File: src/rtl/accum_sequencer.sv
// Sequences one signed accumulator through a reduction pass: clear, stream N terms, capture
// the final sum and sticky overflow, and hand the result off on a valid/ready handshake.
module accum_sequencer #(
    parameter int unsigned IN_WIDTH    = 16,
    parameter int unsigned ACCUM_WIDTH = 32,
    parameter int unsigned CNT_WIDTH   = 10
) (
    input  logic                          clk_i,
    input  logic                          rst_i,
    input  logic                          start_i,
    input  logic [CNT_WIDTH-1:0]          num_terms_i,
    input  logic                          abort_i,
    output logic                          busy_o,
    input  logic                          term_valid_i,
    output logic                          term_ready_o,
    input  logic signed [IN_WIDTH-1:0]    term_data_i,
    output logic                          acc_en_o,
    output logic                          acc_clear_o,
    output logic                          acc_valid_o,
    output logic signed [IN_WIDTH-1:0]    acc_data_o,
    input  logic signed [ACCUM_WIDTH-1:0] acc_sum_i,
    input  logic                          acc_overflow_i,
    output logic                          result_valid_o,
    input  logic                          result_ready_i,
    output logic signed [ACCUM_WIDTH-1:0] result_o,
    output logic                          overflow_o
);

    typedef enum logic [2:0] {StIdle, StClear, StAccum, StDrain, StDone} state_e;

    state_e                        state_q;
    logic [CNT_WIDTH-1:0]          n_q;
    logic [CNT_WIDTH-1:0]          cnt_q;
    logic                          ovf_q;
    logic signed [ACCUM_WIDTH-1:0] result_q;
    logic                          overflow_q;
    logic                          abort_active;
    logic                          term_hs;

    assign abort_active = abort_i && (state_q != StIdle);
    assign term_hs      = term_valid_i && term_ready_o;

    always_ff @(posedge clk_i or posedge rst_i) begin
        if (rst_i) begin
            state_q    <= StIdle;
            n_q        <= '0;
            cnt_q      <= '0;
            ovf_q      <= 1'b0;
            result_q   <= '0;
            overflow_q <= 1'b0;
        end else if (abort_active) begin
            // Captured result is left untouched so the previous pass stays readable.
            state_q <= StIdle;
        end else begin
            unique case (state_q)
                StIdle: begin
                    if (start_i) begin
                        n_q     <= num_terms_i;
                        state_q <= StClear;
                    end
                end
                StClear: begin
                    cnt_q   <= '0;
                    ovf_q   <= 1'b0;
                    state_q <= (n_q != '0) ? StAccum : StDrain;
                end
                StAccum: begin
                    ovf_q <= ovf_q | acc_overflow_i;
                    if (term_hs) begin
                        cnt_q <= cnt_q + CNT_WIDTH'(1);
                        if (cnt_q == n_q - CNT_WIDTH'(1)) begin
                            state_q <= StDrain;
                        end
                    end
                end
                StDrain: begin
                    // The last add's overflow flag only becomes visible here.
                    result_q   <= acc_sum_i;
                    overflow_q <= ovf_q | acc_overflow_i;
                    state_q    <= StDone;
                end
                StDone: begin
                    if (result_ready_i) begin
                        state_q <= StIdle;
                    end
                end
                default: state_q <= StIdle;
            endcase
        end
    end

    always_comb begin
        term_ready_o   = 1'b0;
        acc_en_o       = 1'b0;
        acc_clear_o    = 1'b0;
        acc_valid_o    = 1'b0;
        acc_data_o     = '0;
        result_valid_o = 1'b0;
        unique case (state_q)
            StIdle: ;
            StClear: begin
                acc_en_o    = 1'b1;
                acc_clear_o = 1'b1;
            end
            StAccum: begin
                acc_en_o     = 1'b1;
                term_ready_o = 1'b1;
                acc_valid_o  = term_valid_i;
                acc_data_o   = term_data_i;
            end
            StDrain: acc_en_o = 1'b1;
            StDone:  result_valid_o = 1'b1;
            default: ;
        endcase
        if (abort_active) begin
            term_ready_o   = 1'b0;
            acc_en_o       = 1'b1;
            acc_clear_o    = 1'b1;
            acc_valid_o    = 1'b0;
            acc_data_o     = '0;
            result_valid_o = 1'b0;
        end
    end

    assign busy_o     = (state_q != StIdle);
    assign result_o   = result_q;
    assign overflow_o = overflow_q;

endmodule

File: config.mk
export PLATFORM = sky130hd
export DESIGN_NAME = accum_sequencer
export DESIGN_NICKNAME = d
export VERILOG_FILES = /design/src/rtl/accum_sequencer.sv
export SDC_FILE = /design/constraint.sdc
export NUM_CORES = 1
export LEC_CHECK = 0
export CAP_MARGIN = 20
export CORE_ASPECT_RATIO = 1.1
export CORE_MARGIN = 1
export CORE_UTILIZATION = 38
export DETAILED_ROUTE_END_ITERATION = 8
export PLACE_DENSITY = 0.76
export SLEW_MARGIN = 5
export SYNTH_ARGS = -nofsm -noshare
export SYNTH_HDL_FRONTEND = slang
export SYNTH_SLANG_ARGS = --single-unit
File: constraint.sdc
create_clock -name clk_i -period 1.95 [get_ports clk_i]
set_clock_uncertainty 0.1 [all_clocks]
set_input_delay 0.39 -clock clk_i [delete_from_list [all_inputs] [get_ports clk_i]]
set_output_delay 0.39 -clock clk_i [all_outputs]
set_load 0.03 [all_outputs]
## After elaboration in Yosys (flattened, before gate mapping)

Index checks and enable logic that the tools add are counted.

| storage, ports and cells | value |
|---|---|
| bits in registers | 57 |
| bits of input ports | 65 |
| output and inout port bits | 55 |
| word-level logic and storage cells | 54 |

| cells by class | value |
|---|---|
| add/subtract/negate cells | 2 |
| eq/ne operators | 10 |
| mux-type cells | 22 |
| bitwise logic cells | 2 |
| reduce and logical (&&, ||, !) cells | 12 |

Operators by type and width:

| kind | count |
|---|---|
| $mux 16 | 2 |
| $pmux 10 s2 | 1 |
| $mux 3 | 5 |
| $pmux 3 s5 | 1 |
| $ne 3x3->1 const B | 4 |
| $mux 1 | 11 |
| $add 10x1->10 const B | 1 |
| $eq 10x10->1 | 1 |
| $mux 10 | 1 |
| $reduce_bool 10->1 | 1 |
| $sub 10x1->10 const B | 1 |
| $eq 3x2->1 const B | 2 |
| $reduce_and 3->1 | 2 |
| $reduce_and 2->1 | 2 |
| $reduce_and 4->1 | 1 |
| $eq 3x1->1 const B | 1 |
| $eq 3x3->1 const B | 1 |
| $logic_not 3->1 | 1 |
| $reduce_bool 3->1 | 1 |
| $reduce_or 3->1 | 1 |
| $logic_and 1x1->1 | 2 |
| $ne 2x2->1 const B | 1 |
| $pmux 1 s2 | 1 |
| $reduce_bool 2->1 | 1 |
| other kinds (2) | 2 |

## Logic depth before layout (Yosys ltp)

Gate-level depths: netlist (run 1).

| logic depth | value |
|---|---|
| word-level depth | 7 |
| mapped depth | 7 |
| mapped depth without buffers | 7 |

## Worst setup path before layout (run 1)

OpenSTA, ideal clock, no wires.

| timing | value |
|---|---|
| kind | register -> output |
| from | register state_q[0] |
| to | output port acc_data_o[10] |
| data arrival time | 1.633 ns |
| slack | -0.173 ns |
| cell stages (with the launch flop) | 5 |
| cells stage by stage | dfrtp_1 > buf_6 > nor4b_4 > clkbuf_1 > and2_1 |

| between the ends | value |
|---|---|
| longest elaborated chain between the ends | 3 |

RTL lines:

| element | line | RTL |
|---|---|---|
| start: declaration | 31 | `state_e state_q;` |
| start signal: assignment | 45 | `state_q <= StIdle;` |
| start signal: assignment | 53 | `state_q <= StIdle;` |
| start signal: assignment | 59 | `state_q <= StClear;` |
| $eq 3x2->1 / $reduce_bool 3->1 (equally long branches) | 99, 40 |  |
| $mux 16 / $logic_and 1x1->1 (equally long branches) | 99, 40 |  |
| $mux 16 * | 115 | `if (abort_active) begin` |
| end: declaration | 20 | `output logic signed [IN_WIDTH-1:0] acc_data_o,` |

Mark *: on every way between the ends. The rest lies on a longest branch, timed or not.

## Final worst setup path (run 1)

| timing | value |
|---|---|
| from | register state_q[0] |
| to | output port acc_valid_o |

| between the ends | value |
|---|---|
| longest elaborated chain between the ends | 3 |

RTL lines:

| element | line | RTL |
|---|---|---|
| $eq 3x2->1 / $reduce_bool 3->1 (equally long branches) | 99, 40 |  |
| $mux 1 / $logic_and 1x1->1 (equally long branches) | 99, 40 |  |
| $mux 1 * | 115 |  |
| end: declaration | 19 | `output logic acc_valid_o,` |

Marks and branches as above.

==> results.json, run 1 <==
{
  "outcome": "finished, violations left",
  "violations": "design-rule violations, negative setup slack",
  "grt_pass1_vias": 2760,
  "most-common-layout-cells": "clkdlybuf4s50_1 (96), dfrtp_1 (55), mux2_2 (39)",
  "pre_cts_ws_ns": -0.302,
  "nNetsFinal": 467,
  "cp_max_fo": 5,
  "fin_crit_ns": 2.19,
  "crit_start": "state_q[0]$_DFFE_PP0P_",
  "r2r-start": "state_q[0]$_DFFE_PP0P_",
  "max_cap_violations": 0,
  "worst_slack_ns": -0.239,
  "powerDensity_nw_per_um2": 1490,
  "yosysSeqAreaShare_pct": 50.7,
  "multi_input_area_um2": 1490,
  "die_height_um": 92.3,
  "first_pass_iters": 6,
  "wl_per_cell_um": 16.7,
  "synth_edf_count": 0,
  "dieArea_um2": 7750,
  "period_share_pct": 112,
  "worst_pin_slew_ns": 0.351,
  "fillers": 513,
  "place_congestion": 0.779,
  "ff_latch_area_um2": 1430,
  "yosys.area.top_type_share_pct": 50.7,
  "clockBufferDepth": 2,
  "tns_ns": -5.47,
  "synth_flop_cell": "dfrtp_1",
  "drcViolationCount": 8,
  "relSlewSlack_pct": 76.5,
  "ys_ff_latch": 57,
  "drt-vias-per-instance": 5.06,
  "required_ns": 1.46,
  "ys_async_sr_fraction_pct": 100,
  "dpl.cell_count": 457,
  "htreeDepth": 3,
  "clkSinkCount": 57,
  "grt-ovfl-total": 0,
  "rows": 32,
  "worst_setup_path_end_kind": "primary output",
  "io_buffer_count": 119,
  "ios": 120,
  "postRouteAntennaNets": 0,
  "num_vias": 2484,
  "initial_utilization_pct": 39.7,
  "grt_max_degree": 36,
  "chipWidth_um": 84.1,
  "drt-initial-drc-count": 148,
  "cts_buffers": 9,
  "hpwl_mm": 5.53,
  "core_um2": 7090,
  "rsz0062_at_grt": "true",
  "synth.area.top_cells": "dfrtp_1 (51%), mux2_2 (16%), xnor2_1 (4.0%), and2_1 (4.0%), nor2_1 (1.9%)",
  "clk_latency_ns": 0.34,
  "cts_tree": "built",
  "synth_cell_types": 44,
  "synthesis.area_um2": 2810,
  "clk_pin_slew_ns": 0.07,
  "final_cells": 491,
  "clock-root-buffer": "clkbuf_8",
  "drive_gt1_share_pct": 42.2,
  "syn_nets": 305,
  "synth_top_cell_by_area": "dfrtp_1",
  "worst_ep_arrival_time_ns": 1.70,
  "yosysWarningCount": 0,
  "total_power_uw": 7310,
  "fin_hold_ws_ns": 0.212,
  "area_growth_pct": 74.6,
  "finalHoldViolCount": 0,
  "final_common_cell": "clkdlybuf4s50_1",
  "min_path_type": "in -> async",
  "p_leak_uw": 0.00211,
  "start_kind": "register",
  "irDropWorstVdd_v": 0.000978,
  "synthCells": 238,
  "fmax_mhz": 457,
  "antenna_found_initial": 1,
  "setup_viol": 29,
  "totalWireLength_mm": 8.18,
  "grtUsageTotal_pct": 22.0,
  "grt_pass1_wl_mm": 13.2,
  "drv_slew": 0,
  "synth.avg_cell_area_um2": 11.8,
  "critical_path_class": "reg -> out"
}
-- synth_stat cells (all sizes together), types with 3 or more instances --
| cell | number |
|---|---|
| nor3 | 7 |
| nand4 | 4 |
| nand3 | 5 |
| nand2 | 10 |
| xnor2 | 13 |
| nor2 | 14 |
| a21oi | 7 |
| o21ai | 7 |
| and2 | 18 |
| dfrtp | 57 |
| and3 | 3 |
| mux2 | 41 |
| buf | 9 |
| xor2 | 5 |
| clkbuf | 3 |
| inv | 7 |
-- per-stage QoR --
stage	utilization (%)	cell area, um2
floorplan	-	2820
global placement	60.1	4260
detailed placement	60.1	4260
CTS	66.8	4740
global route	69.3	4910
finish	69.3	4910
-- report_power, final --
part / internal (uW) / switching, uW / total (uW)
Combinational: 2090 / 1970 / 4060
Clock: 626 / 507 / 1130
Sequential: 1690 / 423 / 2110
-- cell families (layout without fill, tap and decap cells) --
kind of cell             count (synthesis)  in the layout  synth area share (%)
flip-flops                              57             57                  50.7
other                                    0              1                     0
AND/OR/NAND/NOR                         74             74                  15.6
XOR/XNOR                                19             19                  6.40
AO/OA/AOI/OAI                           25             25                  6.09
buffers and inverters                   19            186                  3.56
adder cells (fa/ha/maj)                  2              2                 0.889
multiplexers                            42             42                  16.8
-- critical path, stage by stage, from the launching register on --
cell and delay (ns):
dfrtp_1 0.42, buf_6 0.14, nor4b_4 0.24, buf_6 0.18, buf_4 0.12, and2_4 0.15, buf_12 0.11
-- layout make-up --
class,count,area share (%)
repair buffers,163,33.6
multi-input cells,162,30.4
flip-flops and latches,57,29.1
clock buffers,10,2.80
well taps,85,2.17
clock inverters,6,1.38
inverters,7,0.535
diodes,1,0.0509
-- worst paths after layout --
kind,end,slack [ns],cells past startpoint
worst max-delay path,acc_valid_o,-0.24,6
worst min-delay path,result_o[28]$_DFFE_PP0P_,0.21,2
worst max register to register,cnt_q[8]$_DFFE_PP0P_,-0.16,9
worst min register to register,result_o[24]$_DFFE_PP0P_,0.41,1
max in group asynchronous,state_q[0]$_DFFE_PP0P_,0.98,3
min in group clk_i,result_o[24]$_DFFE_PP0P_,0.41,1
-- registers in the layout, indices dropped and copies added, names as in the netlist --
name and count:
ovf_q 1, state_q 3, n_q 10, result_o 32, overflow_o 1, cnt_q 10
-- metal layers --
metal	vias to the layer above	routed length, um	GRT usage, %
met4	0	144	9.05
met1	1202	3100	24.2
met5	-	0	0
met2	112	4160	37.1
met3	16	777	9.45
li1	1154	-	-
-- timing repair --
item,4_1_cts,5_1_grt
hold buffers,0,0
resized for setup,58,38
pin swaps,23,13
gates cloned,2,0
endpoints found under the setup margin,23,39
buffers inserted,12,3
No activity file was read; power rests on OpenSTA's default activity.
==> run 2, diff against run 1 <==
--- a/config.mk
+++ b/config.mk
@@ -11,7 +11,7 @@
 export CORE_UTILIZATION = 38
 export DETAILED_ROUTE_END_ITERATION = 8
 export PLACE_DENSITY = 0.76
-export SLEW_MARGIN = 5
+export SLEW_MARGIN = 40
 export SYNTH_ARGS = -nofsm -noshare
 export SYNTH_HDL_FRONTEND = slang
 export SYNTH_SLANG_ARGS = --single-unit
==> results of run 2 <==
Same layout as run 1: the final DEF is identical, and so are final timing and power.
